==> src/rtl/alb_pkg.sv <==
// rtl/alb_pkg.sv - shared opcode, flag index and width constants for the ALB pipe
//
// Purpose:
//    Common definitions imported by alb_core and alb_pipe.
//    - OP_W and the eight opcodes OP_ADD..OP_PASS.
//    - Bit positions of the co/vo/no/zo flags inside the packed flag word
//      that the pipe stages carry alongside f.
//    - pack_flags(): builds that flag word from the individual flags.
package alb_pkg;

   localparam int OP_W = 3;

   localparam logic [OP_W-1:0] OP_ADD  = 3'b000;
   localparam logic [OP_W-1:0] OP_SUB  = 3'b001;
   localparam logic [OP_W-1:0] OP_AND  = 3'b010;
   localparam logic [OP_W-1:0] OP_OR   = 3'b011;
   localparam logic [OP_W-1:0] OP_XOR  = 3'b100;
   localparam logic [OP_W-1:0] OP_SHL  = 3'b101;
   localparam logic [OP_W-1:0] OP_SHR  = 3'b110;
   localparam logic [OP_W-1:0] OP_PASS = 3'b111;

   // Layout of the flag word stored in each pipe stage
   localparam int FLAG_CO = 0;
   localparam int FLAG_VO = 1;
   localparam int FLAG_NO = 2;
   localparam int FLAG_ZO = 3;
   localparam int FLAG_W  = 4;

   function automatic logic [FLAG_W-1:0] pack_flags(input logic co, input logic vo,
                                                   input logic no, input logic zo);
      logic [FLAG_W-1:0] fl;
      fl          = '0;
      fl[FLAG_CO] = co;
      fl[FLAG_VO] = vo;
      fl[FLAG_NO] = no;
      fl[FLAG_ZO] = zo;
      return fl;
   endfunction

endpackage

==> src/rtl/alb_core.sv <==
// rtl/alb_core.sv - combinational arithmetic/logic core of the ALB pipe
//
// Purpose:
//    Computes result f and flags co/vo/no/zo from a/b/ci and opcode i in a
//    single combinational step. The pipe registers only this core's outputs.
//    Optional feature macro: ALB_SAT_EN
//       defined   - ADD/SUB clamp to the signed extreme on overflow
//                   (vo still set, co keeps the raw carry, no/zo follow clamped f)
//       undefined - ADD/SUB wrap modulo 2^DATA_WIDTH
//
// Ports:
//    a, b   in  DATA_WIDTH  operands
//    ci     in  1           carry in, used by ADD/SUB only (SUB: 1 = no borrow)
//    i      in  OP_W        opcode
//    f      out DATA_WIDTH  result
//    co     out 1           carry out (ADD/SUB) or shifted-out bit (SHL/SHR)
//    vo     out 1           signed overflow (ADD/SUB)
//    no     out 1           f[MSB]
//    zo     out 1           f == 0
module alb_core
   import alb_pkg::*;
#(
   parameter int DATA_WIDTH = 11
) (
   input  logic [DATA_WIDTH-1:0] a,
   input  logic [DATA_WIDTH-1:0] b,
   input  logic                  ci,
   input  logic [OP_W-1:0]       i,
   output logic [DATA_WIDTH-1:0] f,
   output logic                  co,
   output logic                  vo,
   output logic                  no,
   output logic                  zo
);

   localparam int MSB = DATA_WIDTH - 1;

   logic [DATA_WIDTH-1:0] b_op;
   logic [DATA_WIDTH:0]   sum;
   logic [DATA_WIDTH-1:0] raw;
   logic                  ovf;

   // SUB reuses the adder with ~b, so one adder covers both arithmetic ops
   always_comb begin
      b_op = (i == OP_SUB) ? ~b : b;
      sum  = {1'b0, a} + {1'b0, b_op} + {{DATA_WIDTH{1'b0}}, ci};
   end

   always_comb begin
      raw = '0;
      co  = 1'b0;
      ovf = 1'b0;
      case (i)
         OP_ADD, OP_SUB: begin
            raw = sum[MSB:0];
            co  = sum[DATA_WIDTH];
            // Overflow: both adder inputs share a sign that the result does not
            ovf = (a[MSB] == b_op[MSB]) && (sum[MSB] != a[MSB]);
         end
         OP_AND: raw = a & b;
         OP_OR:  raw = a | b;
         OP_XOR: raw = a ^ b;
         OP_SHL: begin
            raw = {a[MSB-1:0], 1'b0};
            co  = a[MSB];
         end
         OP_SHR: begin
            raw = {1'b0, a[MSB:1]};
            co  = a[0];
         end
         default: raw = a;
      endcase
   end

   always_comb begin
`ifdef ALB_SAT_EN
      // On overflow the true result has the sign of a, so clamp towards it
      if (ovf) begin
         f = a[MSB] ? {1'b1, {(DATA_WIDTH-1){1'b0}}} : {1'b0, {(DATA_WIDTH-1){1'b1}}};
      end else begin
         f = raw;
      end
`else
      f = raw;
`endif
      vo = ovf;
      no = f[MSB];
      zo = (f == '0);
   end

endmodule

==> src/rtl/alb_pipe.sv <==
// rtl/alb_pipe.sv - elastic pipelined ALB with valid/ready handshakes and sticky status
//
// Purpose:
//    alb_core sits in front of stage 0; PIPE_STAGES registers then carry
//    f plus its flags to the output. Each stage moves forward when the next
//    stage is empty or moving, so bubbles collapse and a full pipe holds
//    PIPE_STAGES results. Latency is PIPE_STAGES cycles, throughput 1/cycle.
//    Optional feature macro: ALB_SAT_EN (saturating ADD/SUB, see alb_core).
//
// Ports:
//    clk         in  1           rising-edge clock
//    reset       in  1           asynchronous active-low reset
//    in_valid    in  1           a/b/ci/i valid
//    in_ready    out 1           input accepted this cycle when in_valid is high
//    a, b        in  DATA_WIDTH  operands
//    ci          in  1           carry in
//    i           in  3           opcode
//    out_valid   out 1           f and flags valid
//    out_ready   in  1           downstream takes the result
//    f           out DATA_WIDTH  result
//    co/vo/no/zo out 1 each      flags of f
//    sticky_co   out 1           OR of delivered co since last clear
//    sticky_vo   out 1           OR of delivered vo since last clear
//    clr_sticky  in  1           synchronous clear of the sticky flags
module alb_pipe
   import alb_pkg::*;
#(
   parameter int DATA_WIDTH  = 11,
   parameter int PIPE_STAGES = 2
) (
   input  logic                  clk,
   input  logic                  reset,
   input  logic                  in_valid,
   output logic                  in_ready,
   input  logic [DATA_WIDTH-1:0] a,
   input  logic [DATA_WIDTH-1:0] b,
   input  logic                  ci,
   input  logic [2:0]            i,
   output logic                  out_valid,
   input  logic                  out_ready,
   output logic [DATA_WIDTH-1:0] f,
   output logic                  co,
   output logic                  vo,
   output logic                  no,
   output logic                  zo,
   output logic                  sticky_co,
   output logic                  sticky_vo,
   input  logic                  clr_sticky
);

   localparam int LAST = PIPE_STAGES - 1;

   // Core outputs
   logic [DATA_WIDTH-1:0] core_f;
   logic                  core_co;
   logic                  core_vo;
   logic                  core_no;
   logic                  core_zo;

   // Stage storage
   logic [PIPE_STAGES-1:0] st_valid;
   logic [DATA_WIDTH-1:0]  st_f  [PIPE_STAGES];
   logic [FLAG_W-1:0]      st_fl [PIPE_STAGES];

   // Handshake chain
   logic [PIPE_STAGES-1:0] adv;
   logic [PIPE_STAGES-1:0] load;
   logic [DATA_WIDTH-1:0]  src_f  [PIPE_STAGES];
   logic [FLAG_W-1:0]      src_fl [PIPE_STAGES];
   logic                   accept;
   logic                   xfer;

   alb_core #(
      .DATA_WIDTH(DATA_WIDTH)
   ) u_core (
      .a  (a),
      .b  (b),
      .ci (ci),
      .i  (i),
      .f  (core_f),
      .co (core_co),
      .vo (core_vo),
      .no (core_no),
      .zo (core_zo)
   );

   // Walk from the output back to stage 0. "rdy" is whether the stage in
   // front of the one being visited can take a new entry this cycle; it
   // reduces to out_ready OR any empty stage further down.
   always_comb begin
      logic rdy;
      adv = '0;
      rdy = out_ready;
      for (int k = LAST; k >= 0; k--) begin
         adv[k] = st_valid[k] && rdy;
         rdy    = !st_valid[k] || rdy;
      end
      in_ready = rdy;
   end

   assign accept = in_valid && in_ready;

   // Per-stage load strobe and data source (stage 0 is fed by the core)
   always_comb begin
      load[0]   = accept;
      src_f[0]  = core_f;
      src_fl[0] = pack_flags(core_co, core_vo, core_no, core_zo);
      for (int k = 1; k < PIPE_STAGES; k++) begin
         load[k]   = adv[k-1];
         src_f[k]  = st_f[k-1];
         src_fl[k] = st_fl[k-1];
      end
   end

   // Data only changes on load, which keeps f/flags frozen during a stall
   always_ff @(posedge clk or negedge reset) begin
      if (!reset) begin
         st_valid <= '0;
         for (int k = 0; k < PIPE_STAGES; k++) begin
            st_f[k]  <= '0;
            st_fl[k] <= '0;
         end
      end else begin
         for (int k = 0; k < PIPE_STAGES; k++) begin
            st_valid[k] <= load[k] || (st_valid[k] && !adv[k]);
            if (load[k]) begin
               st_f[k]  <= src_f[k];
               st_fl[k] <= src_fl[k];
            end
         end
      end
   end

   assign out_valid = st_valid[LAST];
   assign f         = st_f[LAST];
   assign co        = st_fl[LAST][FLAG_CO];
   assign vo        = st_fl[LAST][FLAG_VO];
   assign no        = st_fl[LAST][FLAG_NO];
   assign zo        = st_fl[LAST][FLAG_ZO];

   assign xfer = out_valid && out_ready;

   // A clear drops the accumulated value, but a result delivered in the
   // same cycle still lands in the freshly cleared register.
   always_ff @(posedge clk or negedge reset) begin
      if (!reset) begin
         sticky_co <= 1'b0;
         sticky_vo <= 1'b0;
      end else if (clr_sticky) begin
         sticky_co <= xfer && co;
         sticky_vo <= xfer && vo;
      end else if (xfer) begin
         sticky_co <= sticky_co || co;
         sticky_vo <= sticky_vo || vo;
      end
   end

endmodule
==> config.mk <==
export PLATFORM = sky130hd
export DESIGN_NAME = alb_pipe
export DESIGN_NICKNAME = d
export VERILOG_FILES = /design/src/rtl/alb_pkg.sv /design/src/rtl/alb_core.sv /design/src/rtl/alb_pipe.sv
export SDC_FILE = /design/constraint.sdc
export NUM_CORES = 1
export LEC_CHECK = 0
export ABC_AREA = 1
export CAP_MARGIN = 20
export CORE_AREA = 2 2 80 82
export CTS_CLUSTER_DIAMETER = 120
export DETAILED_ROUTE_END_ITERATION = 8
export DIE_AREA = 0 0 82 84
export PLACE_DENSITY = 0.74
export SLEW_MARGIN = 20
export SYNTH_ARGS = -nofsm -noshare
export SYNTH_HDL_FRONTEND = slang
export SYNTH_SLANG_ARGS = --single-unit
==> constraint.sdc <==
create_clock -name clk -period 4.5 [get_ports clk]
set_clock_uncertainty 0.2 [all_clocks]
set_input_delay 0.675 -clock clk [delete_from_list [all_inputs] [get_ports clk]]
set_output_delay 0.675 -clock clk [all_outputs]
set_load 0.03 [all_outputs]
==> impl_results.html, run 1 <==
<table>
<tr><th>Metric</th><th>Value</th></tr>
<tr><th colspan="2">Outcome</th></tr>
<tr><td>Run status</td><td>complete, no violations</td></tr>
<tr><th colspan="2">Clocking</th></tr>
<tr><td>Clock buffer depth</td><td>2</td></tr>
<tr><td>Cts repair resizes</td><td>0</td></tr>
<tr><td>Number of sinks on the clock net</td><td>32</td></tr>
<tr><td>Clock latency reported for the late side of the worst-skew pair</td><td>approximately 0.28 ns</td></tr>
<tr><td>Deepest level of the CTS H-tree</td><td>2</td></tr>
<tr><td>Buffer count from post-CTS setup fixing</td><td>0</td></tr>
<tr><td>CTS root buf</td><td>sky130_fd_sc_hd__clkbuf_8</td></tr>
<tr><td>CTS tree</td><td>built</td></tr>
<tr><td>Clock transition time at the flip-flop clock pins of the worst setup and hold paths</td><td>roughly 0.060 ns</td></tr>
<tr><td>Clock buffers created by TritonCTS</td><td>5</td></tr>
<tr><td>Quantity of hold-fixing buffers added after cts</td><td>0</td></tr>
<tr><th colspan="2">Global routing</th></tr>
<tr><td>First-pass GRT wire length</td><td>~13000 µm</td></tr>
<tr><td>Largest net degree at the start of global routing</td><td>22</td></tr>
<tr><td>All-layer global routing usage</td><td>23.55%</td></tr>
<tr><td>Number of antenna violations at the first check in global routing</td><td>0</td></tr>
<tr><td>Final global-route overflow total</td><td>0</td></tr>
<tr><td>Via count of the first global-routing pass</td><td>2698</td></tr>
<tr><th colspan="2">Synth</th></tr>
<tr><td>Cell count after synthesis</td><td>about 420</td></tr>
<tr><td>Primary flip-flop cell chosen by synthesis mapping</td><td>sky130_fd_sc_hd__dfrtp_1</td></tr>
<tr><td>Post-synthesis cell type count</td><td>30</td></tr>
<tr><td>Synthesized Nets</td><td>around 490</td></tr>
<tr><td>Yosys Warn Count</td><td>0</td></tr>
<tr><td>Fraction of synthesis flops using an asynchronous set or reset pin</td><td>100.0%</td></tr>
<tr><td>Fraction of the yosys area taken by sequential cells</td><td>a little over a quarter</td></tr>
<tr><td>Synthesis-stage register bit count</td><td>32</td></tr>
<tr><td>Syn avg cell area</td><td>just under 7 µm²</td></tr>
<tr><td>Cell area after synthesis</td><td>between 2000 and 3000 µm²</td></tr>
<tr><td>Number of flops mapped to enable cells by yosys</td><td>0</td></tr>
<tr><th colspan="2">Layout</th></tr>
<tr><td>Filler Cells Inserted</td><td>589</td></tr>
<tr><td>Growth of design area from synthesis to finish</td><td>22.38%</td></tr>
<tr><td>Number of diodes</td><td>0</td></tr>
<tr><td>Nets</td><td>around 540</td></tr>
<tr><td>Post-layout utilization of the core</td><td>roughly three fifths</td></tr>
<tr><td>Most used cells in the layout excluding fill and tap cells</td><td>sky130_fd_sc_hd__nand2_1 (125), sky130_fd_sc_hd__inv_1 (60), sky130_fd_sc_hd__clkdlybuf4s50_1 (49)</td></tr>
<tr><td>Layout cells sized above 1</td><td>approximately 7.4%</td></tr>
<tr><td>Commonest non-fill, non-tap cell in the layout</td><td>sky130_fd_sc_hd__nand2_1</td></tr>
<tr><th colspan="2">Run</th></tr>
<tr><td>Max Cap Viol</td><td>0</td></tr>
<tr><th colspan="2">Die</th></tr>
<tr><td>Standard-cell rows</td><td>29</td></tr>
<tr><td>Die Span Y</td><td>approximately 84 µm</td></tr>
<tr><td>Starting density of the core</td><td>between 40% and 50%</td></tr>
<tr><td>Core region area</td><td>a little over 6000 µm²</td></tr>
<tr><td>Number of top-level design ports</td><td>50</td></tr>
<tr><td>Area of the die</td><td>between 6000 and 7000 µm²</td></tr>
<tr><td>Die boundary width</td><td>82 µm</td></tr>
<tr><th colspan="2">Power</th></tr>
<tr><td>Power density relative to cell area</td><td>331.9 nW/µm²</td></tr>
<tr><td>Power Total</td><td>between 0.001 and 0.0015 W</td></tr>
<tr><td>Maximum VDD drop</td><td>0.2789 mV</td></tr>
<tr><td>Leak Pwr</td><td>around 1.8 nW</td></tr>
<tr><th colspan="2">STA</th></tr>
<tr><td>Final hold violation count</td><td>0</td></tr>
<tr><td>Highest clock rate</td><td>around 260 MHz</td></tr>
<tr><td>Sum of negative setup slack</td><td>0 ns</td></tr>
<tr><td>Time the final worst path needs with I/O delays and setup</td><td>about 3.8 ns</td></tr>
<tr><td>Number of endpoints failing setup at the final stage</td><td>0</td></tr>
<tr><td>Final worst-path cycle share</td><td>~84%</td></tr>
<tr><td>WHS</td><td>roughly 0.28 ns</td></tr>
<tr><td>Unrepaired setup endpoints after global routing</td><td>false</td></tr>
<tr><td>Worst slew margin relative to its limit</td><td>48.80%</td></tr>
<tr><td>Least-Margin Pin Slew</td><td>~0.77 ns</td></tr>
<tr><td>Count of final max-slew check failures</td><td>0</td></tr>
<tr><th colspan="2">Min path</th></tr>
<tr><td>Hold crit path type</td><td>reg2reg</td></tr>
<tr><td>Cells on Worst Hold Path</td><td>2</td></tr>
<tr><th colspan="2">Routing</th></tr>
<tr><td>Number of vias in the routed layout</td><td>approximately 2800</td></tr>
<tr><td>Count of nets left with antenna violations after detail routing</td><td>0</td></tr>
<tr><td>Post-route DRC violation count</td><td>0</td></tr>
<tr><td>Wire per inst</td><td>between 10 and 15 µm</td></tr>
<tr><td>Post-detailed-route via-to-cell ratio</td><td>about 5.1</td></tr>
<tr><td>Number of iterations in the first detailed-routing pass</td><td>4</td></tr>
<tr><td>Violation count after the first detailed-route iteration</td><td>approximately 130</td></tr>
<tr><td>Final wirelength</td><td>between 7000 and 8000 µm</td></tr>
<tr><th colspan="2">Place</th></tr>
<tr><td>DPL Wire Length</td><td>roughly 6000 µm</td></tr>
<tr><td>IO buf count</td><td>between 40 and 50</td></tr>
<tr><td>Final weighted congestion of routability-driven global placement</td><td>0.9674</td></tr>
<tr><th colspan="2">Worst setup path</th></tr>
<tr><td>Crit path max fanout</td><td>12</td></tr>
<tr><td>Kind of start point of the critical path</td><td>input port</td></tr>
<tr><td>Critical path arrival</td><td>about 3.8 ns</td></tr>
<tr><td>Critical path class</td><td>in2reg</td></tr>
<tr><td>Worst endpoint required time</td><td>between 4 and 5 ns</td></tr>
<tr><td>Worst setup EP type</td><td>register</td></tr>
<tr><td>Logic depth of the worst register-to-register path</td><td>9</td></tr>
</table>
-- sequential cells by signal, indices dropped and copies added (netlist names) --
register,cells
vo,1
sticky_vo,1
src_f,10
sticky_co,1
co,1
src_fl,4
f,10
st_valid,2
no,1
zo,1
-- cell usage after synthesis (2+ instances only) --
cell / count / area, µm²
sky130_fd_sc_hd__nor3_1: 4 / 20.02
sky130_fd_sc_hd__nand2_1: 125 / 469.2
sky130_fd_sc_hd__inv_2: 5 / 18.77
sky130_fd_sc_hd__nand3b_1: 5 / 37.54
sky130_fd_sc_hd__o21ai_0: 29 / 145.1
sky130_fd_sc_hd__buf_6: 2 / 22.52
sky130_fd_sc_hd__nor2_2: 2 / 12.51
sky130_fd_sc_hd__fa_1: 2 / 40.04
sky130_fd_sc_hd__dfrtp_1: 32 / 800.8
sky130_fd_sc_hd__a21oi_1: 12 / 60.06
sky130_fd_sc_hd__nor2_1: 31 / 116.4
sky130_fd_sc_hd__clkbuf_1: 3 / 11.26
sky130_fd_sc_hd__nand2_2: 2 / 12.51
sky130_fd_sc_hd__inv_1: 60 / 225.2
sky130_fd_sc_hd__ha_1: 32 / 400.4
sky130_fd_sc_hd__o22ai_1: 2 / 12.51
sky130_fd_sc_hd__nand3_1: 31 / 155.2
sky130_fd_sc_hd__nand4_1: 6 / 37.54
sky130_fd_sc_hd__xor2_1: 12 / 105.1
sky130_fd_sc_hd__mux2_2: 11 / 123.9
sky130_fd_sc_hd__buf_4: 2 / 15.01
sky130_fd_sc_hd__nand3_2: 3 / 30.03
-- per-layer routing --
layer / track usage (%) / share of wire (%) / wire length [µm] / up-vias
met2: 38.58 / 47 / 3472 / 85
met5: 0 / 0 / 0 / -
li1: - / - / - / 1444
met4: 10.91 / 3.9 / 286 / 0
met1: 30.08 / 44 / 3250 / 1279
met3: 3.247 / 5.4 / 398 / 19
-- report_power, final --
part	total, W	leakage (nW)	internal, W	switching [W]
Combinational	0.000530	1.38	0.000220	0.000310
Clock	0.000265	0.0552	0.000164	0.000101
Sequential	0.000395	0.405	0.000358	0.0000375
-- per-stage QoR --
| step | setup WS (ns) | area [µm²] | std cells |
|---|---|---|---|
| after floorplan | 1.424 | 2929 | 421 |
| after global placement | 0.5890 | 3477 | 541 |
| after detailed placement | 0.4700 | 3477 | 541 |
| after CTS | 0.7649 | 3585 | 549 |
| after global routing | 0.3505 | 3585 | 549 |
| final | 0.7134 | 3585 | 549 |
-- final cells by class --
cell class | instances | area [µm²] | share of cell area [%]
multi-input cells | 315 | 1824 | 50.89
flip-flops and latches | 32 | 800.8 | 22.34
repair buffers | 51 | 505.5 | 14.10
inverters | 66 | 250.2 | 6.981
well taps | 77 | 96.34 | 2.688
clock buffers | 6 | 72.57 | 2.024
clock inverters | 2 | 35.03 | 0.9773
-- kinds of logic (layout without fill, tap and decap cells) --
family	after synthesis	count (layout)	synth area share, %
flops	32	32	27.34
fa+ha+maj	34	34	15.04
simple gates	211	211	31.01
xor+xnor	12	12	3.588
mux	11	11	4.229
compound gates	47	47	8.415
buf+inv	74	125	10.38
-- worst max-delay path, cell delays in order --
cell	delay (ns)
sky130_fd_sc_hd__clkdlybuf4s50_1	0.63
sky130_fd_sc_hd__inv_4	0.21
sky130_fd_sc_hd__nand3_2	0.35
sky130_fd_sc_hd__xor2_1	0.27
sky130_fd_sc_hd__fa_1	0.37
sky130_fd_sc_hd__inv_1	0.12
sky130_fd_sc_hd__fa_1	0.26
sky130_fd_sc_hd__nand3_1	0.13
sky130_fd_sc_hd__nand2_1	0.11
sky130_fd_sc_hd__nand2_1	0.07
sky130_fd_sc_hd__nand2_1	0.06
sky130_fd_sc_hd__nand2_1	0.05
sky130_fd_sc_hd__nand3_1	0.06
sky130_fd_sc_hd__nand2_1	0.06
sky130_fd_sc_hd__nand2_1	0.07
sky130_fd_sc_hd__nand2_1	0.05
sky130_fd_sc_hd__nor2_1	0.11
sky130_fd_sc_hd__nand3_1	0.08
sky130_fd_sc_hd__nand2_1	0.06
-- path summary, 6_finish.rpt --
kind | end | start | slack, ns
max | src_fl[3] | i[2] | 0.71
min | src_fl[0] | src_fl[0] | 0.28
max reg2reg | src_fl[3] | st_valid[1] | 2.48
min reg2reg | src_fl[0] | src_fl[0] | 0.28
max in group asynchronous | src_f[5] | reset | 2.78
min in group asynchronous | f[2] | reset | 0.64
(Power assumes the default switching activity.)
==> run 2, diff against run 1 <==
Settings changed: CORE_AREA 2 2 80 82 to 2 2 81 83, DIE_AREA 0 0 82 84 to 0 0 83 85, PLACE_DENSITY 0.74 to 0.76.
Clock period 4.5 ns to 3.45 ns, I/O delays scaled along.
==> run 2 against run 1 <==
Flip-flop and latch count unchanged. Sequential share of layout area decreased by 0.23 points. Routed wire length increased by 1.2%. Global-route usage decreased by 1.2 points. Core utilization decreased by 0.43 points. Cell area increased by 1.0%. Critical path type unchanged. Largest power group unchanged. Highest routed layer unchanged.
==> impl_results.html, run 2 (synthesized netlist as in run 1, its figures left out) <==
<table>
<tr><th>Metric</th><th>Value</th></tr>
<tr><th colspan="2">Die</th></tr>
<tr><td>Area of the die</td><td>roughly 7100 µm²</td></tr>
<tr><td>Number of top-level design ports</td><td>50</td></tr>
<tr><td>Starting density of the core</td><td>47.21%</td></tr>
<tr><td>Die boundary width</td><td>approximately 83 µm</td></tr>
<tr><td>Standard-cell rows</td><td>29</td></tr>
<tr><td>Die Span Y</td><td>~85 µm</td></tr>
<tr><td>Core region area</td><td>between 6000 and 7000 µm²</td></tr>
<tr><th colspan="2">STA</th></tr>
<tr><td>Worst slew margin relative to its limit</td><td>58.43%</td></tr>
<tr><td>Count of final max-slew check failures</td><td>0</td></tr>
<tr><td>Number of endpoints failing setup at the final stage</td><td>0</td></tr>
<tr><td>Unrepaired setup endpoints after global routing</td><td>false</td></tr>
<tr><td>Sum of negative setup slack</td><td>0 ns</td></tr>
<tr><td>Final hold violation count</td><td>0</td></tr>
<tr><td>Least setup slack across all paths after layout</td><td>approximately 0.37 ns</td></tr>
<tr><td>Least-Margin Pin Slew</td><td>about 0.62 ns</td></tr>
<tr><td>Time the final worst path needs with I/O delays and setup</td><td>about 3.1 ns</td></tr>
<tr><td>Final worst-path cycle share</td><td>approximately nine tenths</td></tr>
<tr><td>Highest clock rate</td><td>324.9 MHz</td></tr>
<tr><td>WHS</td><td>roughly 0.28 ns</td></tr>
<tr><th colspan="2">Power</th></tr>
<tr><td>Pint</td><td>between 0.0009 and 0.001 W</td></tr>
<tr><td>Clock power frac</td><td>19.1%</td></tr>
<tr><td>Leak Pwr</td><td>~1.9 nW</td></tr>
<tr><td>Maximum VDD drop</td><td>0.5775 mV</td></tr>
<tr><td>Power density relative to cell area</td><td>around 410 nW/µm²</td></tr>
<tr><td>Power Total</td><td>roughly 0.0015 W</td></tr>
<tr><td>Net Sw Frac</td><td>between 30% and 40%</td></tr>
<tr><td>Switching power</td><td>roughly 0.00058 W</td></tr>
<tr><td>Fraction of power consumed by combinational cells</td><td>about 47%</td></tr>
<tr><td>Sequential group share of total power</td><td>about a third</td></tr>
<tr><th colspan="2">Run</th></tr>
<tr><td>Max Cap Viol</td><td>0</td></tr>
<tr><th colspan="2">Global routing</th></tr>
<tr><td>First-pass GRT wire length</td><td>12830 µm</td></tr>
<tr><td>Number of antenna violations at the first check in global routing</td><td>0</td></tr>
<tr><td>Largest net degree at the start of global routing</td><td>33</td></tr>
<tr><td>All-layer global routing usage</td><td>approximately 22%</td></tr>
<tr><td>Via count of the first global-routing pass</td><td>~2800</td></tr>
<tr><td>Final global-route overflow total</td><td>0</td></tr>
<tr><th colspan="2">Routing</th></tr>
<tr><td>Post-detailed-route via-to-cell ratio</td><td>between 5 and 6</td></tr>
<tr><td>Count of nets left with antenna violations after detail routing</td><td>0</td></tr>
<tr><td>Final wirelength</td><td>approximately 7500 µm</td></tr>
<tr><td>Violation count after the first detailed-route iteration</td><td>between 150 and 200</td></tr>
<tr><td>Number of vias in the routed layout</td><td>approximately 2900</td></tr>
<tr><td>Number of iterations in the first detailed-routing pass</td><td>4</td></tr>
<tr><td>Post-route DRC violation count</td><td>0</td></tr>
<tr><td>Wire per inst</td><td>roughly 13 µm</td></tr>
<tr><th colspan="2">Layout</th></tr>
<tr><td>Filler Cells Inserted</td><td>590</td></tr>
<tr><td>Most used cells in the layout excluding fill and tap cells</td><td>sky130_fd_sc_hd__nand2_1 (125), sky130_fd_sc_hd__inv_1 (60), sky130_fd_sc_hd__clkdlybuf4s50_1 (49)</td></tr>
<tr><td>Final design area excluding fillers</td><td>3622 µm²</td></tr>
<tr><td>Nets</td><td>about 540</td></tr>
<tr><td>Commonest non-fill, non-tap cell in the layout</td><td>sky130_fd_sc_hd__nand2_1</td></tr>
<tr><td>Growth of design area from synthesis to finish</td><td>23.66%</td></tr>
<tr><td>Footprint of the multi-input gates</td><td>around 1800 µm²</td></tr>
<tr><td>Layout cells sized above 1</td><td>8.977%</td></tr>
<tr><td>Flip-flop and latch area</td><td>800.8 µm²</td></tr>
<tr><td>Number of diodes</td><td>0</td></tr>
<tr><th colspan="2">Outcome</th></tr>
<tr><td>Run status</td><td>complete, no violations</td></tr>
<tr><th colspan="2">Min path</th></tr>
<tr><td>Cells on Worst Hold Path</td><td>2</td></tr>
<tr><td>Endpoint of the worst hold-timing path</td><td>src_f[0]</td></tr>
<tr><td>Hold crit path type</td><td>reg2reg</td></tr>
<tr><td>Critical hold path startpoint</td><td>src_f[0]</td></tr>
<tr><th colspan="2">Worst setup path</th></tr>
<tr><td>Kind of start point of the critical path</td><td>input port</td></tr>
<tr><td>Worst-path cell chain</td><td>clkdlybuf4s50_1 &gt; nand3_2 &gt; buf_4 &gt; xor2_1 &gt; ha_1 &gt; a21oi_1 &gt; nand2_1 &gt; nand2_1 &gt; nand3_1 &gt; nand2_1 &gt; nand3_1 &gt; a21oi_1 &gt; nor2_1 &gt; nand3_1 &gt; nand2_1</td></tr>
<tr><td>Logic depth of the worst register-to-register path</td><td>10</td></tr>
<tr><td>Worst endpoint required time</td><td>3.42 ns</td></tr>
<tr><td>Crit path max fanout</td><td>8</td></tr>
<tr><td>Critical path arrival</td><td>~3.1 ns</td></tr>
<tr><td>Register-to-register setup slack</td><td>1.63 ns</td></tr>
<tr><td>Worst setup EP type</td><td>register</td></tr>
<tr><td>Critical path's largest stage delay</td><td>approximately 0.54 ns</td></tr>
<tr><td>Critical R2R Capture</td><td>src_fl[3]</td></tr>
<tr><td>Crit path max-delay family</td><td>simple AND/OR/NAND/NOR gates</td></tr>
<tr><td>Reg-to-reg critical path startpoint</td><td>st_valid[1]</td></tr>
<tr><td>Count of buffer and inverter cells on the critical path</td><td>2</td></tr>
<tr><td>Critical path class</td><td>in2reg</td></tr>
<tr><td>Library cell contributing the largest single delay on the critical path</td><td>sky130_fd_sc_hd__clkdlybuf4s50_1</td></tr>
<tr><td>Instance count on the critical path</td><td>15</td></tr>
<tr><td>Dominant cell type by count on the critical path</td><td>sky130_fd_sc_hd__nand2_1</td></tr>
<tr><th colspan="2">Place</th></tr>
<tr><td>DPL Wire Length</td><td>between 6000 and 7000 µm</td></tr>
<tr><td>Final weighted congestion of routability-driven global placement</td><td>between 1 and 1.5</td></tr>
<tr><td>Area post-placement</td><td>roughly 3500 µm²</td></tr>
<tr><td>IO buf count</td><td>just under 50</td></tr>
<tr><td>Pre-CTS setup slack</td><td>0.08775 ns</td></tr>
<tr><th colspan="2">Clocking</th></tr>
<tr><td>Number of sinks on the clock net</td><td>32</td></tr>
<tr><td>Clock transition time at the flip-flop clock pins of the worst setup and hold paths</td><td>~0.06 ns</td></tr>
<tr><td>Buffer count from post-CTS setup fixing</td><td>0</td></tr>
<tr><td>Clock buffers created by TritonCTS</td><td>5</td></tr>
<tr><td>Clock buffer depth</td><td>2</td></tr>
<tr><td>CTS root buf</td><td>sky130_fd_sc_hd__clkbuf_8</td></tr>
<tr><td>CTS tree</td><td>built</td></tr>
<tr><td>Deepest level of the CTS H-tree</td><td>2</td></tr>
<tr><td>Cts repair resizes</td><td>0</td></tr>
<tr><td>Clock latency reported for the late side of the worst-skew pair</td><td>around 0.28 ns</td></tr>
<tr><td>Quantity of hold-fixing buffers added after cts</td><td>0</td></tr>
</table>
-- run 2: cell count changes in the layout (fill, tap and decap cells not counted) --
cell and change:
sky130_fd_sc_hd__buf_4 +7, sky130_fd_sc_hd__clkinv_2 +1, sky130_fd_sc_hd__clkbuf_1 -1, sky130_fd_sc_hd__clkbuf_8 +1, sky130_fd_sc_hd__bufinv_16 -1
-- run 2: worst register-to-register path, stage by stage, from the launching register on --
cell	delay, ns
sky130_fd_sc_hd__dfrtp_1	0.41
sky130_fd_sc_hd__nand3_1	0.15
sky130_fd_sc_hd__nand2_1	0.07
sky130_fd_sc_hd__buf_4	0.20
sky130_fd_sc_hd__a21oi_1	0.13
sky130_fd_sc_hd__nand4_1	0.15
sky130_fd_sc_hd__nor2_1	0.14
sky130_fd_sc_hd__nand3_1	0.08
sky130_fd_sc_hd__nor2_1	0.10
sky130_fd_sc_hd__nand3_1	0.07
sky130_fd_sc_hd__nand2_1	0.06
-- run 2: through the flow --
stage	instances	util, %
floorplan	421	-
global placement	548	56.89
detailed placement	548	56.89
CTS	556	58.38
global route	556	58.38
finish	556	58.38
-- run 2: how the worst max path moves through the flow --
stage          from         to  slack (ns)
2_1_floorplan  i[1]  src_fl[3]        0.53
4_1_cts        i[2]  src_fl[3]        0.38
3_3_place_gp   i[2]  src_fl[3]        0.16
6_report       i[0]  src_fl[3]        0.37
3_5_place_dp   i[2]  src_fl[3]        0.09
5_1_grt        i[2]  src_fl[3]        0.18
-- run 2: final cells by class --
| type | instances | area share [%] |
|---|---|---|
| Timing Repair Buffer | 58 | 15.41 |
| Clock buffer | 6 | 2.280 |
| Clock inverter | 2 | 0.2763 |
| Sequential cell | 32 | 22.11 |
| Multi-Input combinational cell | 315 | 50.36 |
| Inverter | 66 | 6.908 |
| Tap cell | 77 | 2.660 |
-- run 2: layer usage --
layer  vias up  global-route usage [%]  part of all wire [%]
met1      1306                   27.34                    42
met3        15                   2.140                   5.8
met2       110                   40.91                    49
met4         0                   8.197                   2.6
met5         -                       0                     0
li1       1452                       -                     -
-- run 2: power groups by stage --
| stage | clock network [W] | logic [W] | registers (W) |
|---|---|---|---|
| floorplan | 0 | 0.000319 | 0.000636 |
| global placement | 0 | 0.000685 | 0.000517 |
| detailed placement | 0 | 0.000699 | 0.000523 |
| CTS | 0.000295 | 0.000700 | 0.000516 |
| global route | 0.000309 | 0.000766 | 0.000528 |
| finish | 0.000287 | 0.000697 | 0.000515 |
==> run 3, diff against run 2 <==
Settings changed: CORE_AREA 2 2 81 83 to 2 2 80 82, DIE_AREA 0 0 83 85 to 0 0 82 84, PLACE_DENSITY 0.76 to 0.74.
Clock period 3.45 ns to 3.5 ns, I/O delays scaled along.
==> run 3 against run 2 <==
Sequential power decreased by 2%. Worst hold slack lost 0.0015 ns. Power down 3.1%. Sequential share of layout area increased by 0.14 points. Die area fell by 2.4%. Core utilization rose by 0.67 points. Critical endpoint unchanged. Global-route usage is 0.98 points higher. Routed wire length up 0.49%. Combinational power fell by 0.6%. Critical path type unchanged. Flip-flop and latch count unchanged.
==> impl_results.html, run 3 (synthesized netlist as in run 1, its figures left out) <==
<table>
<tr><th>Metric</th><th>Value</th></tr>
<tr><th colspan="2">Min path</th></tr>
<tr><td>Hold crit path type</td><td>reg2reg</td></tr>
<tr><td>Critical hold path startpoint</td><td>src_f[7]</td></tr>
<tr><th colspan="2">STA</th></tr>
<tr><td>Final hold violation count</td><td>0</td></tr>
<tr><td>Number of endpoints failing setup at the final stage</td><td>0</td></tr>
<tr><td>Worst slew margin relative to its limit</td><td>between 50% and 60%</td></tr>
<tr><td>Final worst-path cycle share</td><td>a little over nine tenths</td></tr>
<tr><td>Unrepaired setup endpoints after global routing</td><td>false</td></tr>
<tr><td>Least setup slack across all paths after layout</td><td>approximately 0.22 ns</td></tr>
<tr><td>Time the final worst path needs with I/O delays and setup</td><td>~3.3 ns</td></tr>
<tr><td>Least-Margin Pin Slew</td><td>0.6188 ns</td></tr>
<tr><td>Count of final max-slew check failures</td><td>0</td></tr>
<tr><td>Highest clock rate</td><td>approximately 300 MHz</td></tr>
<tr><th colspan="2">Global routing</th></tr>
<tr><td>All-layer global routing usage</td><td>23.33%</td></tr>
<tr><td>Final global-route overflow total</td><td>0</td></tr>
<tr><td>Number of antenna violations at the first check in global routing</td><td>0</td></tr>
<tr><td>First-pass GRT wire length</td><td>12380 µm</td></tr>
<tr><td>Via count of the first global-routing pass</td><td>about 2800</td></tr>
<tr><td>Largest net degree at the start of global routing</td><td>33</td></tr>
<tr><th colspan="2">Power</th></tr>
<tr><td>Pint</td><td>0.0008824 W</td></tr>
<tr><td>Clock power frac</td><td>between 15 and 20%</td></tr>
<tr><td>Sequential group share of total power</td><td>between 30% and 40%</td></tr>
<tr><td>Fraction of power consumed by combinational cells</td><td>approximately 48%</td></tr>
<tr><td>Switching power</td><td>roughly 0.00057 W</td></tr>
<tr><td>Leak Pwr</td><td>roughly 1.9 nW</td></tr>
<tr><td>Power density relative to cell area</td><td>just over 400 nW/µm²</td></tr>
<tr><td>Power Total</td><td>approximately 0.0015 W</td></tr>
<tr><td>Net Sw Frac</td><td>~40%</td></tr>
<tr><td>Maximum VDD drop</td><td>between 0.3 and 0.4 mV</td></tr>
<tr><th colspan="2">Routing</th></tr>
<tr><td>Post-route DRC violation count</td><td>0</td></tr>
<tr><td>Wire per inst</td><td>13.60 µm</td></tr>
<tr><td>Count of nets left with antenna violations after detail routing</td><td>0</td></tr>
<tr><td>Post-detailed-route via-to-cell ratio</td><td>around 5.2</td></tr>
<tr><td>Total length of routed met2 wires</td><td>3602 µm</td></tr>
<tr><td>Total met3 wirelength after detailed routing</td><td>approximately 480 µm</td></tr>
<tr><td>Top metal layer carrying routed signals</td><td>met4</td></tr>
<tr><td>Number of vias in the routed layout</td><td>2858</td></tr>
<tr><td>DRT met1 WL</td><td>between 3000 and 4000 µm</td></tr>
<tr><td>Final wirelength</td><td>around 7500 µm</td></tr>
<tr><td>Number of iterations in the first detailed-routing pass</td><td>5</td></tr>
<tr><td>Violation count after the first detailed-route iteration</td><td>roughly 130</td></tr>
<tr><th colspan="2">Worst setup path</th></tr>
<tr><td>Critical path class</td><td>in2reg</td></tr>
<tr><td>Crit path max fanout</td><td>4</td></tr>
<tr><td>Kind of start point of the critical path</td><td>input port</td></tr>
<tr><td>Reg-to-reg critical path startpoint</td><td>st_valid[1]</td></tr>
<tr><td>Count of buffer and inverter cells on the critical path</td><td>3</td></tr>
<tr><td>Dominant cell type by count on the critical path</td><td>sky130_fd_sc_hd__nand2_1</td></tr>
<tr><td>Worst-path cell chain</td><td>clkdlybuf4s50_1 &gt; inv_4 &gt; nand3_2 &gt; xor2_1 &gt; fa_1 &gt; inv_1 &gt; fa_1 &gt; nand3_1 &gt; nand2_1 &gt; nand2_1 &gt; nand2_1 &gt; nand2_1 &gt; nand3_1 &gt; nand2_1 &gt; nand2_1 &gt; nand2_1 &gt; nor2_1 &gt; nand3_1 &gt; nand2_1</td></tr>
<tr><td>Crit path max-delay family</td><td>simple AND/OR/NAND/NOR gates</td></tr>
<tr><td>Register-to-register setup slack</td><td>1.58 ns</td></tr>
<tr><td>Worst setup EP type</td><td>register</td></tr>
<tr><td>Worst endpoint required time</td><td>3.47 ns</td></tr>
<tr><td>Library cell contributing the largest single delay on the critical path</td><td>sky130_fd_sc_hd__clkdlybuf4s50_1</td></tr>
<tr><td>Critical path arrival</td><td>between 3 and 4 ns</td></tr>
<tr><td>Critical path's largest stage delay</td><td>around 0.56 ns</td></tr>
<tr><td>CP startpoint</td><td>i[2]</td></tr>
<tr><th colspan="2">Layout</th></tr>
<tr><td>Number of diodes</td><td>0</td></tr>
<tr><td>Nets</td><td>roughly 540</td></tr>
<tr><td>Layout cells sized above 1</td><td>between 8 and 9%</td></tr>
<tr><td>Growth of design area from synthesis to finish</td><td>22.90%</td></tr>
<tr><td>Most used cells in the layout excluding fill and tap cells</td><td>sky130_fd_sc_hd__nand2_1 (125), sky130_fd_sc_hd__inv_1 (60), sky130_fd_sc_hd__clkdlybuf4s50_1 (49)</td></tr>
<tr><td>Number of standard cells in the layout, taps in and fillers out</td><td>roughly 550</td></tr>
<tr><td>Commonest non-fill, non-tap cell in the layout</td><td>sky130_fd_sc_hd__nand2_1</td></tr>
<tr><th colspan="2">Clocking</th></tr>
<tr><td>Buffer count from post-CTS setup fixing</td><td>0</td></tr>
<tr><td>Number of sinks on the clock net</td><td>32</td></tr>
<tr><td>CTS root buf</td><td>sky130_fd_sc_hd__clkbuf_8</td></tr>
<tr><td>Quantity of hold-fixing buffers added after cts</td><td>0</td></tr>
<tr><td>Clock latency reported for the late side of the worst-skew pair</td><td>between 0.2 and 0.3 ns</td></tr>
<tr><td>CTS tree</td><td>built</td></tr>
<tr><td>Clock buffer depth</td><td>2</td></tr>
<tr><td>Deepest level of the CTS H-tree</td><td>2</td></tr>
<tr><td>Clock transition time at the flip-flop clock pins of the worst setup and hold paths</td><td>around 0.06 ns</td></tr>
<tr><td>Cts repair resizes</td><td>0</td></tr>
<tr><td>Clock buffers created by TritonCTS</td><td>5</td></tr>
<tr><th colspan="2">Run</th></tr>
<tr><td>Max Cap Viol</td><td>0</td></tr>
<tr><th colspan="2">Die</th></tr>
<tr><td>Number of top-level design ports</td><td>50</td></tr>
<tr><td>Die boundary width</td><td>around 80 µm</td></tr>
<tr><td>Die Span Y</td><td>84 µm</td></tr>
<tr><td>Area of the die</td><td>between 6000 and 7000 µm²</td></tr>
<tr><td>Core region area</td><td>roughly 6100 µm²</td></tr>
<tr><td>Starting density of the core</td><td>between 40% and 50%</td></tr>
<tr><td>Standard-cell rows</td><td>29</td></tr>
<tr><th colspan="2">Place</th></tr>
<tr><td>Placed insts</td><td>547</td></tr>
<tr><td>IO buf count</td><td>a little under 50</td></tr>
<tr><td>Pre-CTS setup slack</td><td>-0.01540 ns</td></tr>
<tr><td>Final weighted congestion of routability-driven global placement</td><td>a little over 1</td></tr>
<tr><td>DPL Wire Length</td><td>6093 µm</td></tr>
<tr><th colspan="2">Outcome</th></tr>
<tr><td>Run status</td><td>complete, no violations</td></tr>
</table>
==> run 3: changes by cell type in the layout (fill, tap and decap cells not counted) <==
cell and delta:
sky130_fd_sc_hd__clkinv_2 -1, sky130_fd_sc_hd__buf_4 -1, sky130_fd_sc_hd__clkbuf_1 +1, sky130_fd_sc_hd__clkbuf_8 -1
==> run 3: final cells by class <==
| cell class | instances | area (µm²) |
|---|---|---|
| sequential | 32 | 800.8 |
| multi-input combinational | 315 | 1824 |
| tap | 77 | 96.34 |
| clock inverter | 1 | 5.005 |
| timing repair buffer | 57 | 550.5 |
| fill | 584 | 2496 |
| inverter | 66 | 250.2 |
| clock buffer | 6 | 72.57 |
==> run 3: worst paths after layout <==
kind | to | cells after the start
min | src_f[7] | 2
max reg2reg | src_fl[3] | 9
max in group asynchronous | sticky_vo | 2
min in group asynchronous | f[6] | 2
min reg2reg | src_f[7] | 2
max | src_fl[3] | 19
==> run 3: metal layers <==
layer  global-route usage [%]  vias up
met2                    40.28      119
met5                        0        -
met4                    11.67        0
met3                    3.030       32
li1                         -     1443
met1                    27.61     1264
==> run 3: metrics by stage <==
step	TNS (ns)	hold WS (ns)	instance area, µm²	utilization, %
CTS	0	0.2849	3600	59.05
finish	0	0.2828	3600	59.05
global route	0	0.3043	3600	59.05
global placement	0	0.2635	3522	57.78
floorplan	0	0.02941	2929	-
detailed placement	-0.01540	0.2688	3522	57.78
==> run 3: power groups by stage <==
stage	logic [W]	clock network, W	registers (W)
floorplan	0.000315	0	0.000626
global placement	0.000681	0	0.000509
detailed placement	0.000694	0	0.000514
CTS	0.000695	0.000261	0.000507
global route	0.000769	0.000277	0.000518
finish	0.000693	0.000253	0.000506
==> run 3: worst min-delay path, delay by kind of cell, from the launching register on <==
family             cells  cell delay [ns]
AOI/OAI and AO/OA      1             0.06
DFF                    1             0.34
and+or+nand+nor        1             0.05
